### config.mk
export PLATFORM = sky130hd
export DESIGN_NAME = traffic_cmd_assembler
export DESIGN_NICKNAME = d
export VERILOG_FILES = /design/src/rtl/traffic_pkg.sv /design/src/rtl/traffic_cmd_timeout.sv /design/src/rtl/traffic_cmd_assembler.sv
export SDC_FILE = /design/constraint.sdc
export NUM_CORES = 1
export LEC_CHECK = 0
export CAP_MARGIN = 20
export CORE_MARGIN = 2
export CORE_UTILIZATION = 52
export CTS_BUF_LIST = sky130_fd_sc_hd__clkbuf_16
export DETAILED_ROUTE_END_ITERATION = 8
export PLACE_DENSITY = 0.88
export REMOVE_ABC_BUFFERS = 1
export SLEW_MARGIN = 40
export SYNTH_ARGS = -nofsm -noshare
export SYNTH_HDL_FRONTEND = slang
export SYNTH_SLANG_ARGS = --single-unit
### constraint.sdc
create_clock -name clk_i -period 2.53 [get_ports clk_i]
set_input_delay 0.3795 -clock clk_i [delete_from_list [all_inputs] [get_ports clk_i]]
set_output_delay 0.3795 -clock clk_i [all_outputs]
set_load 0.005 [all_outputs]
### src/rtl/traffic_pkg.sv
// Shared definitions for the traffic light command path: command types, sync
// pattern, error causes, assembler states and the payload-length rule.
package traffic_pkg;

    typedef enum logic [2:0] {
        CMD_RUN     = 3'd0,
        CMD_OFF     = 3'd1,
        CMD_BLINK_Y = 3'd2,
        CMD_SET_G   = 3'd3,
        CMD_SET_R   = 3'd4,
        CMD_SET_Y   = 3'd5
    } cmd_type_e;

    localparam logic [2:0] SYNC = 3'b101;

    typedef enum logic [1:0] {
        ERR_NONE     = 2'd0,
        ERR_SYNC     = 2'd1,
        ERR_TIMEOUT  = 2'd2,
        ERR_CHECKSUM = 2'd3
    } err_code_e;

    typedef enum logic [2:0] {
        ST_IDLE    = 3'd0,
        ST_DATA_LO = 3'd1,
        ST_DATA_HI = 3'd2,
        ST_CHECK   = 3'd3,
        ST_EMIT    = 3'd4
    } asm_state_e;

    // SET_G, SET_R and SET_Y carry a 16-bit payload; every other type is header-only.
    function automatic logic has_payload(input logic [2:0] cmd_type);
        return (cmd_type >= 3'd3) && (cmd_type <= 3'd5);
    endfunction

endpackage

### src/rtl/traffic_cmd_timeout.sv
// Inter-byte watchdog: counts enabled cycles since the last clear and flags
// the cycle in which the TIMEOUT_CLK-th idle cycle is reached.
module traffic_cmd_timeout #(
    parameter int TIMEOUT_CLK = 2000
) (
    input  logic clk_i,
    input  logic arst_n_i,
    input  logic clear_i,
    input  logic enable_i,
    output logic expire_o
);

    localparam int CW = $clog2(TIMEOUT_CLK);
    localparam logic [CW-1:0] LAST = CW'(TIMEOUT_CLK - 1);

    logic [CW-1:0] cnt_q;
    logic [CW-1:0] cnt_d;

    assign expire_o = enable_i && (cnt_q == LAST);

    always_comb begin
        cnt_d = cnt_q;
        if (clear_i) begin
            cnt_d = '0;
        end else if (enable_i && !expire_o) begin
            cnt_d = cnt_q + CW'(1);
        end
    end

    always_ff @(posedge clk_i or negedge arst_n_i) begin
        if (!arst_n_i) begin
            cnt_q <= '0;
        end else begin
            cnt_q <= cnt_d;
        end
    end

endmodule

### src/rtl/traffic_cmd_assembler.sv
// Byte-stream to command assembler for the traffic light controller.
// Optional trailing XOR checksum byte is enabled by TRAFFIC_CMD_CHECKSUM_EN.
module traffic_cmd_assembler #(
    parameter int TIMEOUT_CLK = 2000,
    parameter int ERR_CNT_W   = 8
) (
    input  logic                 clk_i,
    input  logic                 arst_n_i,
    input  logic [7:0]           byte_data_i,
    input  logic                 byte_valid_i,
    output logic                 byte_ready_o,
    output logic [2:0]           cmd_type_o,
    output logic [15:0]          cmd_data_o,
    output logic                 cmd_valid_o,
    output logic                 frame_err_o,
    output logic [1:0]           err_code_o,
    output logic [ERR_CNT_W-1:0] err_cnt_o
);
    import traffic_pkg::*;

    asm_state_e           state_q;
    logic [2:0]           type_q;
    logic [7:0]           data_lo_q;
`ifdef TRAFFIC_CMD_CHECKSUM_EN
    logic [7:0]           data_hi_q;
    logic [7:0]           csum_q;
`endif
    logic                 cmd_valid_q;
    logic [2:0]           cmd_type_q;
    logic [15:0]          cmd_data_q;
    logic                 frame_err_q;
    err_code_e            err_code_q;
    logic [ERR_CNT_W-1:0] err_cnt_q;

    logic      accept;
    logic      in_frame;
    logic      tmo_expire;
    logic      tmo_hit;
    logic      err_set;
    err_code_e err_cause;

    // A byte moves on valid && ready; the only stall is the single EMIT cycle.
    assign byte_ready_o = (state_q != ST_EMIT);
    assign accept       = byte_valid_i && byte_ready_o;
    assign in_frame     = (state_q == ST_DATA_LO) || (state_q == ST_DATA_HI) ||
                          (state_q == ST_CHECK);
    assign tmo_hit      = tmo_expire && !accept;

    traffic_cmd_timeout #(
        .TIMEOUT_CLK(TIMEOUT_CLK)
    ) u_timeout (
        .clk_i   (clk_i),
        .arst_n_i(arst_n_i),
        .clear_i (accept || !in_frame),
        .enable_i(in_frame),
        .expire_o(tmo_expire)
    );

    always_comb begin
        err_set   = 1'b0;
        err_cause = ERR_NONE;
        if (tmo_hit) begin
            err_set   = 1'b1;
            err_cause = ERR_TIMEOUT;
        end else if (accept && (state_q == ST_IDLE) && (byte_data_i[7:5] != SYNC)) begin
            err_set   = 1'b1;
            err_cause = ERR_SYNC;
        end
`ifdef TRAFFIC_CMD_CHECKSUM_EN
        else if (accept && (state_q == ST_CHECK) && (byte_data_i != csum_q)) begin
            err_set   = 1'b1;
            err_cause = ERR_CHECKSUM;
        end
`endif
    end

    always_ff @(posedge clk_i or negedge arst_n_i) begin
        if (!arst_n_i) begin
            state_q     <= ST_IDLE;
            type_q      <= 3'd0;
            data_lo_q   <= 8'd0;
`ifdef TRAFFIC_CMD_CHECKSUM_EN
            data_hi_q   <= 8'd0;
            csum_q      <= 8'd0;
`endif
            cmd_valid_q <= 1'b0;
            cmd_type_q  <= 3'd0;
            cmd_data_q  <= 16'd0;
            frame_err_q <= 1'b0;
            err_code_q  <= ERR_NONE;
            err_cnt_q   <= '0;
        end else begin
            cmd_valid_q <= 1'b0;
            frame_err_q <= err_set;
            if (err_set) begin
                err_code_q <= err_cause;
                if (err_cnt_q != '1) begin
                    err_cnt_q <= err_cnt_q + ERR_CNT_W'(1);
                end
            end

            if (tmo_hit) begin
                state_q <= ST_IDLE;
            end else begin
                case (state_q)
                    ST_IDLE: begin
                        if (accept && !err_set) begin
                            type_q    <= byte_data_i[2:0];
                            data_lo_q <= 8'd0;
`ifdef TRAFFIC_CMD_CHECKSUM_EN
                            data_hi_q <= 8'd0;
                            csum_q    <= byte_data_i;
`endif
                            if (has_payload(byte_data_i[2:0])) begin
                                state_q <= ST_DATA_LO;
                            end else begin
`ifdef TRAFFIC_CMD_CHECKSUM_EN
                                state_q <= ST_CHECK;
`else
                                state_q     <= ST_EMIT;
                                cmd_valid_q <= 1'b1;
                                cmd_type_q  <= byte_data_i[2:0];
                                cmd_data_q  <= 16'd0;
`endif
                            end
                        end
                    end
                    ST_DATA_LO: begin
                        if (accept) begin
                            data_lo_q <= byte_data_i;
`ifdef TRAFFIC_CMD_CHECKSUM_EN
                            csum_q    <= csum_q ^ byte_data_i;
`endif
                            state_q   <= ST_DATA_HI;
                        end
                    end
                    ST_DATA_HI: begin
                        if (accept) begin
`ifdef TRAFFIC_CMD_CHECKSUM_EN
                            data_hi_q <= byte_data_i;
                            csum_q    <= csum_q ^ byte_data_i;
                            state_q   <= ST_CHECK;
`else
                            state_q     <= ST_EMIT;
                            cmd_valid_q <= 1'b1;
                            cmd_type_q  <= type_q;
                            cmd_data_q  <= {byte_data_i, data_lo_q};
`endif
                        end
                    end
`ifdef TRAFFIC_CMD_CHECKSUM_EN
                    ST_CHECK: begin
                        if (accept) begin
                            state_q <= ST_IDLE;
                            if (!err_set) begin
                                state_q     <= ST_EMIT;
                                cmd_valid_q <= 1'b1;
                                cmd_type_q  <= type_q;
                                cmd_data_q  <= {data_hi_q, data_lo_q};
                            end
                        end
                    end
`endif
                    ST_EMIT: state_q <= ST_IDLE;
                    default: state_q <= ST_IDLE;
                endcase
            end
        end
    end

    assign cmd_valid_o = cmd_valid_q;
    assign cmd_type_o  = cmd_type_q;
    assign cmd_data_o  = cmd_data_q;
    assign frame_err_o = frame_err_q;
    assign err_code_o  = err_code_q;
    assign err_cnt_o   = err_cnt_q;

endmodule

==> Word level (Yosys, flattened, before mapping) <==
Cells that the tools add are included.
{ "op_classes": {"div": 0, "bitwise_logic": 1, "mux": 28, "add_sub_neg": 2, "n_lt_le_gt_ge": 2, "mul": 0, "eq_ne": 14, "shifts": 0, "n_reduce_logical": 24} }
{ "ops": {"columns": ["op", "n"], "rows": [
  ["2-to-1 mux 16 bit", 3],
  ["case mux 16 bit (2 select lines)", 1],
  ["2-to-1 mux 3 bit", 8],
  ["2-to-1 mux 11 bit", 2],
  ["2-to-1 mux 8 bit", 2],
  ["case mux 8 bit (2 select lines)", 1],
  ["!= test 3 bit (second input constant)", 4],
  ["adder 11 x 1 -> 11 bit (second input constant)", 1],
  ["equality test 11 bit (second input constant)", 1],
  ["case mux 3 bit (3 select lines)", 1],
  ["adder 8 x 1 -> 8 bit (second input constant)", 1],
  ["logical AND 1 bit", 8],
  ["!= test 8 bit (second input constant)", 1],
  ["2-to-1 mux 1 bit", 7],
  ["equality test 3 x 2 -> 1 bit (second input constant)", 2],
  ["!= test 2 bit (second input constant)", 3],
  ["case mux 3 bit (2 select lines)", 1],
  ["AND reduction 3 bit", 2],
  ["nonzero test 2 bit", 3],
  ["AND reduction 5 bit", 1],
  ["zero test 1 bit", 4],
  ["AND reduction 4 bit", 1],
  ["equality test 3 x 1 -> 1 bit (second input constant)", 1],
  [">= comparator 3 x 2 -> 1 bit (second input constant)", 1],
  ["other kinds (9)", 11]
]} }
{ "word_totals": {"output_inout_bits": 32, "inputBits": 11, "ram_bits": 0, "latchBits": 0, "mem_bits_ro": 0, "n_memories": 0, "register_bits": 56} }

==> Longest topological paths before layout <==
Gate-level depths: netlist of the first run.
{ "logic_depth": {"depth_word": 11, "depth_mapped": 7, "ltp_nobuf": 6} }

==> Modules after synthesis <==
From an unflattened synthesis of the first run, not the netlist that was laid out.
{ "hier_totals": {"hier_cells": 225, "hier_area_um2": 2596.2} }
{ "by_module_without_submodules": {"columns": ["module", "cells_each", "n_inst", "seq_area_each_um2", "area_each_um2"], "rows": [
  ["traffic_cmd_assembler", 158, 1, 1126.1, 1938.1],
  ["traffic_cmd_timeout", 67, 1, 275.3, 658.1]
]} }

==> Worst setup path after synthesis of the first run <==
Ideal clock, no wire load.
{ "synth_path": {"path_kind": "register -> register", "from": "reg state_q[2]", "to": "reg err_cnt_q[7], in the netlist err_cnt_o[7]", "path_buffers": 1, "arrival_time_ns": 2.062, "required_time_ns": 2.403, "path_stages_with_launch": 7, "period_less_slack_ns": 2.189, "setup_slack_ns": 0.341, "setup_ns": 0.127, "path_cell_list": "dfrtp_1 -> buf_6 -> or4b_4 -> or4_4 -> o21ai_4 -> nand4_1 -> mux2_1"} }
{ "synth_via": {"elab_chain_len": 7, "elab_cells_between_ends": 16} }
{ "synth_rtl": {"columns": ["element", "line_no", "text"], "rows": [
  ["start: declaration", "traffic_cmd_assembler.sv:21", "asm_state_e state_q;"],
  ["start signal: assignment", "traffic_cmd_assembler.sv:79", "state_q <= ST_IDLE;"],
  ["start signal: assignment", "traffic_cmd_assembler.sv:103", "state_q <= ST_IDLE;"],
  ["start signal: assignment", "traffic_cmd_assembler.sv:115", "state_q <= ST_DATA_LO;"],
  ["!= test 3 bit (tied with other cells)", "traffic_cmd_assembler.sv:43", "assign byte_ready_o = (state_q != ST_EMIT);"],
  ["logical AND 1 bit or logical OR 1 bit (tied branches)", "traffic_cmd_assembler.sv:44, traffic_cmd_assembler.sv:45", null],
  ["logical AND 1 bit or logical OR 1 bit (tied branches)", "traffic_cmd_assembler.sv:65, traffic_cmd_assembler.sv:45", null],
  ["logical AND 1 bit (on tied branches)", "traffic_cmd_assembler.sv:65, traffic_cmd_timeout.sv:19", null],
  ["2-to-1 mux 1 bit or logical AND 1 bit (tied branches)", "traffic_cmd_assembler.sv:65, traffic_cmd_assembler.sv:47", null],
  ["2-to-1 mux 1 bit (*)", "traffic_cmd_assembler.sv:62", "if (tmo_hit) begin"],
  ["named net err_set", "traffic_cmd_assembler.sv:39", "logic err_set;"],
  ["AND reduction 2 bit (no source line) (*)", null, null],
  ["end signal: assignment", "traffic_cmd_assembler.sv:98", "err_cnt_q <= err_cnt_q + ERR_CNT_W'(1);"],
  ["end: declaration", "traffic_cmd_assembler.sv:33", "logic [ERR_CNT_W-1:0] err_cnt_q;"]
]} }
The timed path passes the listed nets; every way through them passes the cells marked *.
A chain may end at the register's enable or synchronous reset.

==> Final worst setup path of the first run <==
{ "layout_path": {"from": "reg u_timeout.cnt_q[4]", "to": "reg err_cnt_q[7], in the netlist err_cnt_o[7]"} }
{ "layout_via": {"elab_chain_len": 5} }
{ "layout_rtl": {"columns": ["element", "line_no", "text"], "rows": [
  ["start: declaration", "traffic_cmd_timeout.sv:16", "logic [CW-1:0] cnt_q;"],
  ["start signal: assignment", "traffic_cmd_timeout.sv:34", "cnt_q <= cnt_d;"],
  ["equality test 11 bit", "traffic_cmd_timeout.sv:19", "assign expire_o = enable_i && (cnt_q == LAST);"],
  ["logical AND 1 bit", "traffic_cmd_timeout.sv:19", null],
  ["logical AND 1 bit", "traffic_cmd_assembler.sv:47", "assign tmo_hit = tmo_expire && !accept;"],
  ["2-to-1 mux 1 bit", "traffic_cmd_assembler.sv:62", null],
  ["named net err_set", "traffic_cmd_assembler.sv:39", null],
  ["AND reduction 2 bit (no source line)", null, null]
]} }
The timed path passes the listed nets, and every way through them passes these cells.

==> impl_metrics.csv, run 1 <==
group,metric,value,unit
logic_synthesis,synth_edf_count,0,
floorplanning,pin_count,43,
setup_path,worstSetupEndpointType,"register",
setup_path,start_kind,"register",
grt,grt_pass1_wl,8820,um
clock_network,h-tree-depth,2,
sta,setup_viol,0,
cells_and_area,nets,323,
min_path,min_from,"cmd_data_o[5]$_DFFE_PN0P_",
floorplanning,chipWidth,73.2,um
placed_design,dpl_cell_area,0.00303,mm2
grt,grt_max_degree,41,
clock_network,cts_buffer_depth,2,
detailed_routing,highest_layer,"met4",
sta,worst_pin_slew,0.467,ns
setup_path,path_class,"reg2reg",
grt,grt_pass1_vias,1919,
setup_path,path_max_fanout,6,
logic_synthesis,synth_ff_type,"dfrtp_1",
sta,fin_crit_sh,0.906,
detailed_routing,wl_per_cell,14.4,um
power,p_seq_frac,0.468,
placed_design,post-place-ws,0.0408,ns
setup_path,crit_arrival,2.46,ns
setup_path,worstPathRequired,2.70,ns
logic_synthesis,synth_cell_types,39,
cells_and_area,area_growth,28.7,%
logic_synthesis,ys.warnings.count,0,
cells_and_area,diodes,0,
sta,period_minus_slack,2.29,ns
detailed_routing,ant_nets,0,
cells_and_area,fill_cells,334,
detailed_routing,wl_met3,167,um
detailed_routing,viasPerCell,5.53,
min_path,whs_path_depth,2,
detailed_routing,first_pass_iters,4,
sta,rsz0062_at_grt,"no",
cells_and_area,fin_area,0.00320,mm2
logic_synthesis,netlist_area,0.00249,mm2
sta,max_freq,436,MHz
logic_synthesis,yosysSeqAreaShare,0.563,
clock_network,clk_latency,0.29,ns
floorplanning,dieHeight,73.2,um
floorplanning,die_area,0.00535,mm2
logic_synthesis,netlist_instances,257,
setup_path,r2r_end,"err_cnt_o[7]$_DFFE_PN0P_",
logic_synthesis,syn_area_per_cell,9.68,um2
clock_network,numClockSinks,56,
power,peakVddDrop,0.610,mV
floorplanning,start_util,0.534,
logic_synthesis,ys_ff_latch,56,
clock_network,cts_resized,0,
clock_network,cts-root-buf,"clkbuf_16",
cells_and_area,seqCellArea,0.00140,mm2
cells_and_area,drive_above_1_share,0.0997,
placed_design,portBuffers,42,
power,p_sw_frac,0.278,
logic_synthesis,synthArstFlopShare,1.00,
cells_and_area,multi_input_area,0.00103,mm2
sta,finClkSkew,0.00183,ns
setup_path,rrSetupSlack,0.24,ns
power,power_density,804,mW/mm2
flow_run,drv_cap,0,
detailed_routing,drc_errors,0,
clock_network,clkTransAtPathRegs,0.07,ns
status,status,"finished, final reports clean",
grt,grt_overflow,0,
sta,finalSetupTns,0,ns
placed_design,place_hpwl,3560,um
sta,drv_slew,0,
power,power.leakage,1.37,nW
grt,antenna_found_initial,0,
grt,track_usage,0.215,
setup_path,r2r_start,"u_timeout.cnt_q[4]$_DFFE_PN0P_",
sta,layout_setup_ws,0.238,ns
power,p_total,2.57,mW
clock_network,cts_tree,"done",
min_path,hp-class,"reg2reg",
sta,slew_headroom,0.686,
sta,hold_viol,0,
detailed_routing,wl_met1,2260,um
min_path,whs_endpoint,"cmd_data_o[5]$_DFFE_PN0P_",
power,power_frac_clock,0.296,
detailed_routing,dr.first_iter.drc_count,140,
detailed_routing,met2_length,2710,um
detailed_routing,num_vias,2019,
floorplanning,fp-row-count,25,
detailed_routing,drt-total-wl,5260,um
power,p_sw,715,uW
clock_network,cts_inserted_buffers,5,
setup_path,reg2reg_depth,5,
power,comb_power_share,0.235,
placed_design,place_congestion,0.809,
power,intPower,1.86,mW
floorplanning,core,0.00466,mm2
[stage by stage]
stage                     utilization  std cells  hold WS [ns]
after global placement          0.649        356         0.304
final                           0.687        365         0.479
after global routing            0.687        365         0.509
after detailed placement        0.649        356         0.303
after CTS                       0.687        365         0.485
after floorplan                     -        246        0.0839
[synthesized netlist by cell type (2+ instances only)]
| cell | instances | area share |
|---|---|---|
| or3_1 | 6 | 0.015 |
| a31oi_1 | 5 | 0.013 |
| xnor2_1 | 5 | 0.018 |
| clkbuf_1 | 10 | 0.015 |
| nand4_1 | 6 | 0.015 |
| mux2i_1 | 3 | 0.012 |
| nor2_1 | 15 | 0.023 |
| a21oi_1 | 9 | 0.018 |
| nand2b_1 | 3 | 0.0075 |
| dfrtp_1 | 56 | 0.56 |
| o21ai_0 | 33 | 0.066 |
| mux2_2 | 4 | 0.018 |
| xor2_1 | 4 | 0.014 |
| nor3_1 | 2 | 0.0040 |
| ha_1 | 2 | 0.010 |
| inv_1 | 3 | 0.0045 |
| nand3_1 | 3 | 0.0060 |
| nand2_1 | 67 | 0.10 |
[worst max path at each step]
| stage | from | end | slack (ns) | cells after the start |
|---|---|---|---|---|
| 3_3_place_gp | byte_data_i[6] | err_cnt_o[1]$_DFFE_PN0P_ | 0.08 | 5 |
| 5_1_grt | u_timeout.cnt_q[4]$_DFFE_PN0P_ | err_cnt_o[7]$_DFFE_PN0P_ | 0.16 | 5 |
| 4_1_cts | u_timeout.cnt_q[4]$_DFFE_PN0P_ | err_cnt_o[7]$_DFFE_PN0P_ | 0.25 | 5 |
| 6_report | u_timeout.cnt_q[4]$_DFFE_PN0P_ | err_cnt_o[7]$_DFFE_PN0P_ | 0.24 | 5 |
| 2_1_floorplan | u_timeout.cnt_q[4]$_DFFE_PN0P_ | err_cnt_o[7]$_DFFE_PN0P_ | 0.37 | 5 |
| 3_5_place_dp | byte_data_i[6] | err_cnt_o[1]$_DFFE_PN0P_ | 0.04 | 5 |
[registers in the layout, summed over array words and instances (netlist names)]
register         cells
type_q               3
frame_err_o          1
err_cnt_o            8
err_code_o           2
cmd_valid_o          1
cmd_data_o          16
data_lo_q            8
cmd_type_o           3
state_q              3
u_timeout.cnt_q     11
[cells by family (layout without fill, tap and decap cells)]
logic type	after synthesis	count (layout)	share of synthesized area
flip-flops	56	56	0.563
AO/OA/AOI/OAI	54	54	0.124
buffers and inverters	14	68	0.0241
multiplexers	8	8	0.0347
adder cells (fa/ha/maj)	2	2	0.0101
AND/OR/NAND/NOR	114	114	0.212
XOR/XNOR	9	9	0.0317
[layout make-up]
cell class                 instances  area share
clock inverter                     3      0.0121
tap                               54      0.0211
sequential                        56       0.438
inverter                           3     0.00352
multi-input combinational        187       0.321
clock buffer                       5      0.0391
timing repair buffer              57       0.166
[cell usage in the layout, fill, tap and decap left out, drive strengths merged, types with 3 or more instances in the layout]
master | synthesis | final
mux2i | 3 | 3
nand2b | 3 | 3
nand2 | 67 | 67
a31oi | 5 | 5
inv | 3 | 4
a21oi | 9 | 9
nor2 | 15 | 15
dfrtp | 56 | 56
clkdlybuf4s50 | 0 | 41
nand3 | 3 | 3
mux2 | 5 | 5
or3 | 6 | 6
xor2 | 4 | 4
xnor2 | 5 | 5
buf | 1 | 15
o21ai | 35 | 35
clkbuf | 10 | 5
nand4 | 6 | 6
[power by group through the flow]
stage	Combinational [mW]	Sequential, mW	Clock [mW]
after CTS	0.614	1.20	0.770
after detailed placement	0.604	1.21	0
after global routing	0.667	1.23	0.810
after floorplan	0.255	1.20	0
final	0.605	1.20	0.762
after global placement	0.584	1.21	0
[timing repair]
action,4_1_cts,5_1_grt
hold endpoints to repair,14,0
hold buffers,1,0
setup buffers,0,0
setup endpoints to repair,0,0
[routing by layer]
| layer | GRT usage | vias to the layer above |
|---|---|---|
| li1 | - | 989 |
| met1 | 0.278 | 977 |
| met2 | 0.350 | 41 |
| met3 | 0.0428 | 12 |
| met4 | 0.0926 | 0 |
| met5 | 0 | - |
[critical path: stages, from the launching register on]
cell     delay, ns
dfrtp_1       0.44
or4b_4        0.56
or4_4         0.48
o21ai_4       0.24
nand4_1       0.12
mux2_1        0.33
(Power assumes the default switching activity.)
==> inputs of run 2 (changes only) <==
- CAP_MARGIN: 20 -> 5
==> results of run 2 <==
The final DEF is identical to that of run 1; final timing and power are the same.
==> inputs of run 3 (changes only) <==
- SETUP_SLACK_MARGIN: not set -> 0.1
==> results of run 3 <==
The final DEF is identical to that of run 1; final timing and power are the same.
